## config.mk

```make
export PLATFORM = sky130hd
export DESIGN_NAME = lfsr_sched
export DESIGN_NICKNAME = d
export VERILOG_FILES = /design/src/rtl/lfsr_sched.sv
export SDC_FILE = /design/constraint.sdc
export NUM_CORES = 1
export LEC_CHECK = 0
export ABC_AREA = 1
export CAP_MARGIN = 20
export CORE_ASPECT_RATIO = 0.7
export CORE_UTILIZATION = 42
export DETAILED_ROUTE_END_ITERATION = 8
export HOLD_SLACK_MARGIN = 0.05
export PLACE_DENSITY = 0.87
export RECOVER_POWER = 100
export SYNTH_ARGS = -nofsm -noshare
export SYNTH_HDL_FRONTEND = slang
export SYNTH_SLANG_ARGS = --single-unit
export TNS_END_PERCENT = 30
```

## constraint.sdc

```tcl
create_clock -name clk -period 3.5 [get_ports clk]
set_input_delay 0.525 -clock clk [delete_from_list [all_inputs] [get_ports clk]]
set_output_delay 0.525 -clock clk [all_outputs]
set_load 0.005 [all_outputs]
```

## src/rtl/lfsr_sched.sv

```systemverilog
// lfsr_sched: round-robin scheduler that shares one 32-bit LFSR engine among
// NREQ burst requesters and streams its words through a valid/ready port.
// Optional build macro LFSR_SCHED_STATS_EN adds the words_total handshake counter.
module lfsr_sched #(
  parameter int unsigned NREQ = 4,
  parameter int unsigned LENW = 4,
  parameter logic [31:0] SEED = 32'h0000_0001
) (
  input  logic                 clk,
  input  logic                 rst,
  input  logic [NREQ-1:0]      req,
  input  logic [NREQ*LENW-1:0] req_len,
  output logic [NREQ-1:0]      gnt,
  output logic                 out_valid,
  input  logic                 out_ready,
  output logic [31:0]          out_data,
  output logic                 out_last,
  input  logic                 reseed_valid,
  input  logic [31:0]          reseed_seed,
  output logic                 reseed_ready,
  output logic                 busy,
  output logic                 lfsr_en,
  output logic                 lfsr_load,
  output logic [31:0]          lfsr_seed,
`ifdef LFSR_SCHED_STATS_EN
  output logic [31:0]          words_total,
`endif
  input  logic [31:0]          lfsr_q
);

  localparam int unsigned IDXW = (NREQ > 1) ? $clog2(NREQ) : 1;

  typedef enum logic [1:0] {
    S_INIT,
    S_IDLE,
    S_STREAM,
    S_RESEED
  } state_t;

  state_t          state_q, state_d;
  logic [NREQ-1:0] gnt_q, gnt_d;
  logic            out_valid_q, out_valid_d;
  logic [IDXW-1:0] ptr_q, ptr_d;
  logic [IDXW-1:0] gidx_q, gidx_d;
  logic [LENW-1:0] cnt_q, cnt_d;
  logic [31:0]     seed_q, seed_d;
  logic [IDXW-1:0] pick;
  logic [LENW-1:0] pick_len;
  logic [LENW-1:0] eff_len;
  logic            hs;

  assign hs = out_valid_q & out_ready;

  // Round-robin pick: first requester above the pointer, wrapping; the
  // descending scan leaves the nearest hit as the final assignment.
  always_comb begin
    pick     = ptr_q;
    pick_len = '0;
    for (int unsigned k = NREQ; k >= 1; k--) begin
      if (req[IDXW'((32'(ptr_q) + k) % NREQ)]) begin
        pick = IDXW'((32'(ptr_q) + k) % NREQ);
      end
    end
    for (int unsigned i = 0; i < NREQ; i++) begin
      if (IDXW'(i) == pick) begin
        pick_len = req_len[i*LENW +: LENW];
      end
    end
    eff_len = (pick_len == '0) ? LENW'(1) : pick_len;
  end

  // Next-state and datapath-register update logic.
  always_comb begin
    state_d     = state_q;
    gnt_d       = gnt_q;
    out_valid_d = out_valid_q;
    ptr_d       = ptr_q;
    gidx_d      = gidx_q;
    cnt_d       = cnt_q;
    seed_d      = seed_q;
    case (state_q)
      S_INIT: begin
        state_d = S_IDLE;
      end
      S_IDLE: begin
        if (reseed_valid) begin
          seed_d  = (reseed_seed == 32'd0) ? SEED : reseed_seed;
          state_d = S_RESEED;
        end else if (|req) begin
          gnt_d       = NREQ'(1) << pick;
          gidx_d      = pick;
          cnt_d       = eff_len;
          out_valid_d = 1'b1;
          state_d     = S_STREAM;
        end
      end
      S_STREAM: begin
        if (hs) begin
          cnt_d = cnt_q - LENW'(1);
          if (cnt_q == LENW'(1)) begin
            ptr_d       = gidx_q;
            gnt_d       = '0;
            out_valid_d = 1'b0;
            state_d     = S_IDLE;
          end
        end
      end
      S_RESEED: begin
        state_d = S_IDLE;
      end
      default: begin
        state_d = S_INIT;
      end
    endcase
  end

  // State and datapath registers with synchronous active-low reset.
  always_ff @(posedge clk) begin
    if (!rst) begin
      state_q     <= S_INIT;
      gnt_q       <= '0;
      out_valid_q <= 1'b0;
      ptr_q       <= IDXW'(NREQ - 1);
      gidx_q      <= '0;
      cnt_q       <= '0;
      seed_q      <= SEED;
    end else begin
      state_q     <= state_d;
      gnt_q       <= gnt_d;
      out_valid_q <= out_valid_d;
      ptr_q       <= ptr_d;
      gidx_q      <= gidx_d;
      cnt_q       <= cnt_d;
      seed_q      <= seed_d;
    end
  end

  // LFSR control decodes from state; stepping follows the handshake directly.
  always_comb begin
    lfsr_en      = hs;
    lfsr_load    = (state_q == S_INIT) || (state_q == S_RESEED);
    lfsr_seed    = (state_q == S_RESEED) ? seed_q : SEED;
    busy         = (state_q != S_IDLE);
    reseed_ready = (state_q == S_IDLE);
    gnt          = gnt_q;
    out_valid    = out_valid_q;
    out_data     = lfsr_q;
    out_last     = out_valid_q && (cnt_q == LENW'(1));
  end

`ifdef LFSR_SCHED_STATS_EN
  logic [31:0] words_q;

  // Free-running handshake counter; only reset clears it.
  always_ff @(posedge clk) begin
    if (!rst) begin
      words_q <= '0;
    end else if (hs) begin
      words_q <= words_q + 32'd1;
    end
  end

  assign words_total = words_q;
`else
  // Statistics counter not present in this build.
`endif

endmodule

```

==> metrics.json, run 1 <==
{
  "wirelength": {"value": 7360, "unit": "um"},
  "outcome": {"value": "completed"},
  "synth.most_common_cell": {"value": "sky130_fd_sc_hd__nand2_1"},
  "die-width": {"value": 100, "unit": "um"},
  "grt_first_pass_wirelength": {"value": 12100, "unit": "um"},
  "clock_sink_count": {"value": 47},
  "post_synth_main_area_contributors": {"value": "sky130_fd_sc_hd__dfxtp_1 33%, sky130_fd_sc_hd__nand2_1 14%, sky130_fd_sc_hd__inv_1 12%, sky130_fd_sc_hd__buf_4 8.8%, sky130_fd_sc_hd__a21oi_1 8.5%"},
  "p_comb_share": {"value": 22.8, "unit": "%"},
  "tightest_slew": {"value": 0.893, "unit": "ns"},
  "criticalPathCategory": {"value": "in -> reg"},
  "synth_seq_area_share": {"value": 33.3, "unit": "%"},
  "rsz0062_at_grt": {"value": "false"},
  "postSynthAreaPerCell": {"value": 6.35, "unit": "um2"},
  "timing.critical_path.arrival": {"value": 2.92, "unit": "ns"},
  "fin_crit": {"value": 2.73, "unit": "ns"},
  "number_of_violations_reported_at_the_end_of_detailed_routing_iteration_0": {"value": 130},
  "ant_nets": {"value": 0},
  "nets": {"value": 597},
  "tns": {"value": 0, "unit": "ns"},
  "maxClockFrequency": {"value": 366, "unit": "MHz"},
  "power.switching": {"value": 0.377, "unit": "mW"},
  "clkTransAtPathRegs": {"value": 0.09, "unit": "ns"},
  "report.final.slew_viol_count": {"value": 0},
  "highest_fanout_seen_on_the_critical_path": {"value": 11},
  "worst_setup_path_startpoint": {"value": "req[2]"},
  "clockPowerShare": {"value": 30.5, "unit": "%"},
  "setup_viol": {"value": 0},
  "global_route.usage.total": {"value": 21.2, "unit": "%"},
  "cp-end-kind": {"value": "flop"},
  "met2_wirelength": {"value": 3390, "unit": "um"},
  "cts_hold_buf": {"value": 0},
  "gpl.final_weighted_congestion": {"value": 0.815},
  "ctsLongestPathBuffers": {"value": 2},
  "port-buffer-count": {"value": 97},
  "p_seq_share": {"value": 46.8, "unit": "%"},
  "timing.hold.worst.start": {"value": "gnt[0]$_SDFFE_PN0P_"},
  "drt_pre_antenna_iters": {"value": 4},
  "startpoint_type": {"value": "input port"},
  "worst_ep_required_time": {"value": 3.69, "unit": "ns"},
  "n_antenna_cell": {"value": 0},
  "synth_nets": {"value": 538},
  "power.ir.vdd_worst": {"value": 0.206, "unit": "mV"},
  "postSynthCellCount": {"value": 445},
  "fin_util": {"value": 58.3, "unit": "%"},
  "place.detailed.hpwl": {"value": 5710, "unit": "um"},
  "grt_pass1_vias": {"value": 2714},
  "synth_enable_flop_cells": {"value": 0},
  "final.fill_count": {"value": 592},
  "relSlewSlack": {"value": 40.1, "unit": "%"},
  "initial_utilization": {"value": 44.4, "unit": "%"},
  "initial_antenna_violation_count": {"value": 0},
  "maxUsedRoutingLayer": {"value": "met4"},
  "post_drt_wl_per_cell": {"value": 12.3, "unit": "um"},
  "final_hold_viol_count": {"value": 0},
  "fin_crit_sh": {"value": 78.1, "unit": "%"},
  "detail_route.wirelength.met1": {"value": 3360, "unit": "um"},
  "layout-area-overhead-vs-synth": {"value": 31.3, "unit": "%"},
  "sw_frac_of_total": {"value": 28.7, "unit": "%"},
  "clock_tree.htree_level_count": {"value": 2},
  "root_buffer": {"value": "sky130_fd_sc_hd__clkbuf_8"},
  "placementRows": {"value": 24},
  "min-delay-path-class": {"value": "reg -> reg"},
  "post-synth-top-area-fraction": {"value": 33.3, "unit": "%"},
  "maxCapViolCount": {"value": 0},
  "global_route.overflow_total": {"value": 0},
  "final_skew": {"value": 0.0112, "unit": "ns"},
  "yosysWarningCount": {"value": 0},
  "post_cts_resized": {"value": 0},
  "grt_max_degree": {"value": 44},
  "fp.dieH": {"value": 70.7, "unit": "um"},
  "crit-reg2reg-launch": {"value": "ptr_q[0]$_SDFFE_PN1P_"},
  "ys_types": {"value": 25},
  "postSynth.asyncResetShare": {"value": 0, "unit": "%"},
  "drcViolationCount": {"value": 0},
  "cts_tree": {"value": "yes"},
  "syn-cell-area": {"value": 0.00283, "unit": "mm2"},
  "routed-wl-met3": {"value": 407, "unit": "um"},
  "cellLeakagePower": {"value": 2.02, "unit": "nW"},
  "post-cts-setup-buffer-count": {"value": 0},
  "power_density": {"value": 354, "unit": "mW/mm2"},
  "numCtsBuffers": {"value": 5},
  "design.die.area": {"value": 0.00707, "unit": "mm2"},
  "post-synth-top-area-cell": {"value": "sky130_fd_sc_hd__dfxtp_1"},
  "io_pins": {"value": 162},
  "clock_insertion_delay_at_the_later_pin_of_the_skew_report": {"value": 0.30, "unit": "ns"},
  "netlist_top_cells_count": {"value": "107 x sky130_fd_sc_hd__nand2_1, 90 x sky130_fd_sc_hd__inv_1, 48 x sky130_fd_sc_hd__a21oi_1, 47 x sky130_fd_sc_hd__dfxtp_1, 34 x sky130_fd_sc_hd__o21ai_0"},
  "floorplan.core_area": {"value": 0.00637, "unit": "mm2"},
  "internal_power": {"value": 0.938, "unit": "mW"},
  "drive_gt1_share": {"value": 4.16, "unit": "%"},
  "post_drt_via_cell_ratio": {"value": 4.78},
  "dr_total_vias": {"value": 2851},
  "synthFlopType": {"value": "sky130_fd_sc_hd__dfxtp_1"},
  "synth.ff_latch_count": {"value": 47}
}
-- sequential cells by signal (all words and copies together), names as in the netlist --
register   count
seed_q        32
gnt            4
gidx_q         2
ptr_q          2
out_valid      1
cnt_q          4
state_q        2
-- worst max-delay path, cell delays in order --
cell                            delay (ns)
sky130_fd_sc_hd__dlygate4sd3_1        0.59
sky130_fd_sc_hd__nand2_1              0.08
sky130_fd_sc_hd__nand2_2              0.10
sky130_fd_sc_hd__nand2_1              0.09
sky130_fd_sc_hd__nand2_1              0.09
sky130_fd_sc_hd__inv_2                0.04
sky130_fd_sc_hd__nand3_1              0.20
sky130_fd_sc_hd__nand2_1              0.31
sky130_fd_sc_hd__nor2_1               0.37
sky130_fd_sc_hd__inv_1                0.10
sky130_fd_sc_hd__nor2_1               0.10
sky130_fd_sc_hd__nor2_1               0.04
sky130_fd_sc_hd__nand2_1              0.07
sky130_fd_sc_hd__nand2_1              0.04
sky130_fd_sc_hd__nor2_1               0.12
sky130_fd_sc_hd__nor2_1               0.05
-- layout by cell type (no fill, tap or decap), types with 3 or more instances in the layout --
cell / Yosys / layout
sky130_fd_sc_hd__inv_1: 90 / 90
sky130_fd_sc_hd__nand2_1: 107 / 109
sky130_fd_sc_hd__dfxtp_1: 47 / 47
sky130_fd_sc_hd__ha_1: 5 / 5
sky130_fd_sc_hd__a21oi_1: 48 / 48
sky130_fd_sc_hd__nand4_1: 11 / 11
sky130_fd_sc_hd__nand3_1: 14 / 15
sky130_fd_sc_hd__dlygate4sd3_1: 0 / 43
sky130_fd_sc_hd__nor3_1: 3 / 3
sky130_fd_sc_hd__nor2_1: 16 / 17
sky130_fd_sc_hd__o21ai_0: 34 / 34
sky130_fd_sc_hd__clkdlybuf4s50_1: 0 / 54
sky130_fd_sc_hd__clkbuf_8: 0 / 5
sky130_fd_sc_hd__nand2_2: 8 / 6
-- cell type report --
class                      instances  area, um2  share of cell area, %
timing repair buffer             100        990                   26.7
multi-input combinational        256       1200                   32.3
inverter                          94        355                   9.57
tap                               91        114                   3.07
clock inverter                     3       43.8                   1.18
clock buffer                       5       68.8                   1.85
sequential                        47        941                   25.3
-- power groups by stage --
| stage | Sequential (mW) | Clock [mW] | Combinational (mW) |
|---|---|---|---|
| CTS | 0.614 | 0.408 | 0.309 |
| detailed placement | 0.626 | 0 | 0.307 |
| global route | 0.620 | 0.431 | 0.338 |
| finish | 0.615 | 0.401 | 0.299 |
| floorplan | 0.618 | 0 | 0.201 |
| global placement | 0.624 | 0 | 0.296 |
-- cells by family (layout without fill, tap and decap cells) --
| kind of cell | Yosys count | after routing | share of synthesized area, % |
|---|---|---|---|
| simple gates | 164 | 164 | 25.0 |
| buf+inv | 142 | 202 | 23.8 |
| compound gates | 86 | 86 | 15.4 |
| flops | 47 | 47 | 33.3 |
| fa+ha+maj | 5 | 5 | 2.21 |
| xor+xnor | 1 | 1 | 0.310 |
-- path summary, 6_finish.rpt --
kind         slack, ns                    end  cells past startpoint
max reg2reg       1.00  cnt_q[0]$_SDFFE_PN0P_                     15
min reg2reg       0.47    gnt[0]$_SDFFE_PN0P_                      2
min               0.47    gnt[0]$_SDFFE_PN0P_                      2
max               0.77  cnt_q[0]$_SDFFE_PN0P_                     16
-- metal layers --
metal	track usage [%]	vias up
met5	0	-
li1	-	1447
met1	26.5	1289
met4	9.50	0
met3	4.55	28
met2	35.4	87
-- per-stage QoR --
| step | total power, mW | std cells | setup WS (ns) | area [um2] | hold slack, ns |
|---|---|---|---|---|---|
| 3_3_place_gp | 0.920 | 588 | 0.913 | 3620 | 0.459 |
| 4_1_cts | 1.33 | 596 | 1.11 | 3730 | 0.475 |
| 6_report | 1.32 | 596 | 0.768 | 3710 | 0.469 |
| 3_5_place_dp | 0.933 | 588 | 0.816 | 3620 | 0.461 |
| 2_1_floorplan | 0.819 | 445 | 1.72 | 2830 | 0.441 |
| 5_1_grt | 1.39 | 596 | 0.481 | 3710 | 0.493 |
Note: power is estimated with default switching activity, not from simulation.
==> run 2: changes to the inputs <==
--- a/config.mk
+++ b/config.mk
@@ -8,10 +8,10 @@
 export ABC_AREA = 1
 export CAP_MARGIN = 20
 export CORE_ASPECT_RATIO = 0.7
-export CORE_UTILIZATION = 42
+export CORE_UTILIZATION = 35
 export DETAILED_ROUTE_END_ITERATION = 8
 export HOLD_SLACK_MARGIN = 0.05
-export PLACE_DENSITY = 0.87
+export PLACE_DENSITY = 0.78
 export RECOVER_POWER = 100
 export SYNTH_ARGS = -nofsm -noshare
 export SYNTH_HDL_FRONTEND = slang
==> constraint.sdc (replaced) <==
create_clock -name clk -period 2.5 [get_ports clk]
set_input_delay 0.375 -clock clk [delete_from_list [all_inputs] [get_ports clk]]
set_output_delay 0.375 -clock clk [all_outputs]
set_load 0.005 [all_outputs]
==> run 2 against run 1 <==
  * The run now ends with design-rule violations left
  * Global-route usage decreased by 3.3 points
  * Die area up 19%
  * Sequential power up 40%
  * Flip-flop and latch count unchanged
  * Worst setup slack got worse by 0.51 ns
  * Critical endpoint is now lfsr_seed[11]
==> metrics.json, run 2 (same netlist as run 1, synthesis figures left out) <==
{
  "final_hold_viol_count": {"value": 0, "change": "unchanged"},
  "number_of_violations_reported_at_the_end_of_detailed_routing_iteration_0": {"value": 136, "change": "was 130"},
  "power.ir.vdd_worst": {"value": 0.316, "unit": "mV", "change": "was 0.206 mV"},
  "initial_utilization": {"value": 36.1, "unit": "%", "change": "was 44.4%"},
  "grt_pass1_vias": {"value": 2732, "change": "was 2714"},
  "n_antenna_cell": {"value": 0, "change": "unchanged"},
  "finalHoldWorstSlack": {"value": 0.467, "unit": "ns", "change": "was 0.469 ns"},
  "cts_hold_buf": {"value": 0, "change": "unchanged"},
  "total_power": {"value": 2.12, "unit": "mW", "change": "was 1.32 mW"},
  "tightest_slew": {"value": 0.854, "unit": "ns", "change": "was 0.893 ns"},
  "max_flop_register": {"value": "seed_q", "change": "unchanged"},
  "fp.dieH": {"value": 77.2, "unit": "um", "change": "was 70.7 um"},
  "report.final.slew_viol_count": {"value": 0, "change": "unchanged"},
  "clock_tree.htree_level_count": {"value": 2, "change": "unchanged"},
  "global_route.usage.total": {"value": 17.9, "unit": "%", "change": "was 21.2%"},
  "initial_antenna_violation_count": {"value": 0, "change": "unchanged"},
  "floorplan.core_area": {"value": 0.00784, "unit": "mm2", "change": "was 0.00637 mm2"},
  "root_buffer": {"value": "sky130_fd_sc_hd__clkbuf_16", "change": "was sky130_fd_sc_hd__clkbuf_8"},
  "ctsLongestPathBuffers": {"value": 2, "change": "unchanged"},
  "startpoint_type": {"value": "flop", "change": "was input port"},
  "fin_util": {"value": 48.9, "unit": "%", "change": "was 58.3%"},
  "clkTransAtPathRegs": {"value": 0.06, "unit": "ns", "change": "was 0.09 ns"},
  "sw_frac_of_total": {"value": 25.0, "unit": "%", "change": "was 28.7%"},
  "design.die.area": {"value": 0.00845, "unit": "mm2", "change": "was 0.00707 mm2"},
  "drcViolationCount": {"value": 2, "change": "was 0"},
  "drt_pre_antenna_iters": {"value": 8, "change": "was 4"},
  "area_post_placement": {"value": 0.00365, "unit": "mm2", "change": "was 0.00362 mm2"},
  "highest_fanout_seen_on_the_critical_path": {"value": 32, "change": "was 11"},
  "post_drt_via_cell_ratio": {"value": 4.72, "change": "was 4.78"},
  "fin_crit": {"value": 2.24, "unit": "ns"},
  "nets": {"value": 600, "change": "was 597"},
  "fin_area": {"value": 0.00383, "unit": "mm2", "change": "was 0.00371 mm2"},
  "dr_total_vias": {"value": 2873, "change": "was 2851"},
  "worst_ep_required_time": {"value": 2.12, "unit": "ns", "change": "was 3.69 ns"},
  "cts_tree": {"value": "yes", "change": "unchanged"},
  "post_drt_wl_per_cell": {"value": 12.2, "unit": "um", "change": "was 12.3 um"},
  "grt_max_degree": {"value": 40, "change": "was 44"},
  "ant_nets": {"value": 0, "change": "unchanged"},
  "clock_sink_count": {"value": 47, "change": "unchanged"},
  "most_common_library_cell_in_the_layout_ignoring_fill_and_taps": {"value": "sky130_fd_sc_hd__nand2_1", "change": "unchanged"},
  "internal_power": {"value": 1.59, "unit": "mW", "change": "was 0.938 mW"},
  "maxClockFrequency": {"value": 447, "unit": "MHz"},
  "timing.critical_path.arrival": {"value": 1.86, "unit": "ns", "change": "was 2.92 ns"},
  "violations": {"value": "design-rule violations"},
  "gpl.final_weighted_congestion": {"value": 0.910, "change": "was 0.815"},
  "power_density": {"value": 554, "unit": "mW/mm2", "change": "was 354 mW/mm2"},
  "criticalPathCategory": {"value": "reg -> out", "change": "was in -> reg"},
  "layout-area-overhead-vs-synth": {"value": 35.5, "unit": "%", "change": "was 31.3%"},
  "tns": {"value": 0, "unit": "ns", "change": "unchanged"},
  "die-width": {"value": 109, "unit": "um", "change": "was 100 um"},
  "numCtsBuffers": {"value": 5, "change": "unchanged"},
  "wirelength": {"value": 7410, "unit": "um", "change": "was 7360 um"},
  "global_route.overflow_total": {"value": 0, "change": "unchanged"},
  "p_comb_share": {"value": 20.1, "unit": "%", "change": "was 22.8%"},
  "cellLeakagePower": {"value": 2.07, "unit": "nW", "change": "was 2.02 nW"},
  "cp-end-kind": {"value": "primary output", "change": "was flop"},
  "rsz0062_at_grt": {"value": "false", "change": "unchanged"},
  "port-buffer-count": {"value": 97, "change": "unchanged"},
  "outcome": {"value": "finished with violations", "change": "was completed"},
  "p_seq_share": {"value": 40.6, "unit": "%", "change": "was 46.8%"},
  "clock_insertion_delay_at_the_later_pin_of_the_skew_report": {"value": 0.28, "unit": "ns", "change": "was 0.30 ns"},
  "clockPowerShare": {"value": 39.2, "unit": "%", "change": "was 30.5%"},
  "maxCapViolCount": {"value": 0, "change": "unchanged"},
  "grt_first_pass_wirelength": {"value": 12000, "unit": "um", "change": "was 12100 um"},
  "min-delay-path-class": {"value": "reg -> reg", "change": "unchanged"},
  "io_pins": {"value": 162, "change": "unchanged"},
  "relSlewSlack": {"value": 43.1, "unit": "%", "change": "was 40.1%"},
  "power.switching": {"value": 0.531, "unit": "mW", "change": "was 0.377 mW"},
  "place.detailed.hpwl": {"value": 5840, "unit": "um", "change": "was 5710 um"},
  "placementRows": {"value": 27, "change": "was 24"},
  "max_ffs_per_register": {"value": 32, "change": "unchanged"},
  "final_skew": {"value": 0.00297, "unit": "ns", "change": "was 0.0112 ns"},
  "setup_viol": {"value": 0, "change": "unchanged"},
  "fin_crit_sh": {"value": 89.6, "unit": "%"},
  "layout.cells.most_common_list": {"value": "107 x sky130_fd_sc_hd__nand2_1, 90 x sky130_fd_sc_hd__inv_1, 55 x sky130_fd_sc_hd__clkdlybuf4s50_1", "change": "was 109 x sky130_fd_sc_hd__nand2_1, 90 x sky130_fd_sc_hd__inv_1, 54 x sky130_fd_sc_hd__clkdlybuf4s50_1"},
  "ff2ff_setup_slack": {"value": 0.32, "unit": "ns", "change": "was 1.00 ns"},
  "drive_gt1_share": {"value": 5.31, "unit": "%", "change": "was 4.16%"}
}
run 2: layout make-up:
type                       count  area [um2]
multi-input combinational    256        1210
inverter                      94         355
clock inverter                 2        60.1
clock buffer                   6         129
sequential                    47         942
timing repair buffer         103        1010
tap                          101         126
fill                         788        4010
run 2: worst paths after layout:
| kind | start | end | cells after the start |
|---|---|---|---|
| worst max-delay path | state_q[0]$_SDFFE_PN0P_ | lfsr_seed[11] | 5 |
| worst min-delay path | gnt[2]$_SDFFE_PN0P_ | gnt[2]$_SDFFE_PN0P_ | 2 |
| worst max register to register | ptr_q[0]$_SDFFE_PN1P_ | cnt_q[0]$_SDFFE_PN0P_ | 16 |
| worst min register to register | gnt[2]$_SDFFE_PN0P_ | gnt[2]$_SDFFE_PN0P_ | 2 |
run 2: metal layers:
layer  wire (um)  track usage [%]  part of all wire, %
met5           0                0                    0
met4         156             6.13                  2.1
met3         360             3.40                  4.9
met2        3530             30.4                   48
met1        3360             22.4                   45
run 2: timing repair:
action	in CTS	in global routing
resized for setup	0	1
endpoints found under the setup margin	0	1
buffers inserted	0	0
run 2: power by group through the flow:
stage	clock (mW)	combinational, mW	sequential, mW
2_1_floorplan	0	0.281	0.865
3_3_place_gp	0	0.424	0.874
3_5_place_dp	0	0.439	0.877
4_1_cts	0.859	0.441	0.862
5_1_grt	0.892	0.479	0.871
6_report	0.833	0.428	0.862
run 2: stage by stage:
step	setup slack (ns)	std cells
after CTS	0.234	609
after floorplan	0.773	445
after global routing	0.0875	609
final	0.261	609
after global placement	0.112	601
after detailed placement	0.0397	601
run 2: critical path, stage by stage (launching register included):
cell and delay [ns]:
sky130_fd_sc_hd__dfxtp_1 0.38, sky130_fd_sc_hd__ha_1 0.16, sky130_fd_sc_hd__buf_4 0.31, sky130_fd_sc_hd__nand2_1 0.10
sky130_fd_sc_hd__inv_1 0.05, sky130_fd_sc_hd__dlygate4sd3_1 0.57
==> RTL change (flow settings as in run 2) <==
Add a define of `LFSR_SCHED_STATS_EN`.
--- a/src/rtl/lfsr_sched.sv
+++ b/src/rtl/lfsr_sched.sv
@@ -1,6 +1,8 @@
 // lfsr_sched: round-robin scheduler that shares one 32-bit LFSR engine among
 // NREQ burst requesters and streams its words through a valid/ready port.
 // Optional build macro LFSR_SCHED_STATS_EN adds the words_total handshake counter.
+`define LFSR_SCHED_STATS_EN
+
 module lfsr_sched #(
   parameter int unsigned NREQ = 4,
   parameter int unsigned LENW = 4,
Behaviour (old outputs only; new: words_total): unchanged (equiv_simple and equiv_induct, registers matched by name and starting in step).
==> RTL change against run 2 <==
The run now ends clean. Cell area up 52%. Total power up 77%. Global-route usage down 0.13 points. Count of clock-buffer cells in the layout up 7. Setup slack worse by 0.082 ns. Wire length up 46%. Synthesized area up 54%. Sequential cell count up 32. Via count up 46%.
==> RTL change: results (changes against run 2) <==
| Metric | Value |
|---|---|
| DR iter-0 viols | `322 (was 136)` |
| Switching pwr | `1.149 mW (was 0.5306 mW)` |
| Max VDD drop | `0.4680 mV (was 0.3157 mV)` |
| Met1 usage | `24.41% (was 22.35%)` |
| First-pass GRT wire length | `18,130 um (was 12,030 um)` |
| Min Hold Slack | `0.4633 ns (was 0.4667 ns)` |
| Status | `finished, final reports clean (was finished, violations left)` |
| M1 WL | `5271 um (was 3360 um)` |
| GRT met3 Usage | `5.848% (was 3.401%)` |
| Top post-synthesis cells by area | `dfxtp_1 (36%), inv_1 (10%), nand2_1 (8.6%) (was dfxtp_1 (33%), nand2_1 (14%), inv_1 (12%))` |
| Dpl cell area | `5563 um2 (was 3651 um2)` |
| Flop-to-flop setup slack | `0.34 ns (was 0.32 ns)` |
| Syn Area/Cell | `6.900 um2 (was 6.354 um2)` |
| Slew HR | `41.32% (was 43.07%)` |
| DP Worst Slack | `0.09083 ns (was 0.03975 ns)` |
| Clk Latency, worst-skew pair | `0.33 ns (was 0.28 ns)` |
| I/O Buffers | `129 (was 97)` |
| Post-Place Cells | `873 (was 601)` |
| Reg2reg path depth | `12 (was 16)` |
| Detailed placer's ending HPWL | `8206 um (was 5843 um)` |
| Reg-to-reg startpoint | `words_total[0]$_SDFFE_PN0P_ (was ptr_q[0]$_SDFFE_PN1P_)` |
| Gpl congestion | `0.8191 (was 0.9102)` |
| Total GRT Usage | `17.74% (was 17.86%)` |
| WL met2 | `4659 um (was 3530 um)` |
| Switch share | `30.67% (was 25.00%)` |
| Crit path to | `lfsr_seed[13] (was lfsr_seed[11])` |
| Largest net degree at the start of global routing | `56 (was 40)` |
| LEAKAGE | `2.735 nW (was 2.068 nW)` |
| Cell variety after synth | `36 (was 25)` |
| Reg power frac | `41.6% (was 40.6%)` |
| Critical Path AT | `1.95 ns (was 1.86 ns)` |
| First-pass DRT Iterations | `4 (was 8)` |
| Met2 Resource Use GR | `26.50% (was 30.38%)` |
| Most frequent cells after synthesis | `inv_1 (117), nand2_1 (100), dfxtp_1 (79) (was nand2_1 (107), inv_1 (90), a21oi_1 (48))` |
| Met3 routed WL | `797 um (was 360 um)` |
| H-tree depth | `3 (was 2)` |
| Reg2reg end | `words_total[18]$_SDFFE_PN0P_ (was cnt_q[0]$_SDFFE_PN0P_)` |
| Hold wc startpoint | `cnt_q[3]$_SDFFE_PN0P_ (was gnt[2]$_SDFFE_PN0P_)` |
| Aggregate routed wire length | `10,850 um (was 7408 um)` |
| Layout cells sized above 1 | `6.967% (was 5.315%)` |
| TritonCTS buffer count | `9 (was 5)` |
| Syn nets | `725 (was 538)` |
| Combinational gate power | `0.972 mW (was 0.428 mW)` |
| Hold EP | `cnt_q[3]$_SDFFE_PN0P_ (was gnt[2]$_SDFFE_PN0P_)` |
-- RTL change: changes by cell type in the layout (fill, tap and decap cells not counted), moves of 12 or more --
cell             delta
inv_1              +27
clkdlybuf4s50_1    +13
o21ai_0            +12
dfxtp_1            +33
dlygate4sd3_1      +18
nor2_1             +28
a21oi_1            +15
nor3_1             +17
-- RTL change: cells by family (layout without fill, tap and decap cells) --
group / after synthesis / in the layout / share of synthesized area, %
adder cells (fa/ha/maj): 6 / 6 / 1.724
AO/OA/AOI/OAI: 126 / 126 / 15.40
flip-flops: 79 / 79 / 36.32
XOR/XNOR: 11 / 11 / 2.385
AND/OR/NAND/NOR: 237 / 237 / 26.12
buffers and inverters: 172 / 273 / 18.05
-- RTL change: area by class of cell --
cell class / instances / area, um2
Tap cell: 157 / 196.4
Inverter: 121 / 459.2
Sequential cell: 79 / 1582
Clock buffer: 13 / 260.3
Timing Repair Buffer: 136 / 1333
Clock inverter: 3 / 17.52
Multi-Input combinational cell: 380 / 1964
Fill cell: 1191 / 6080
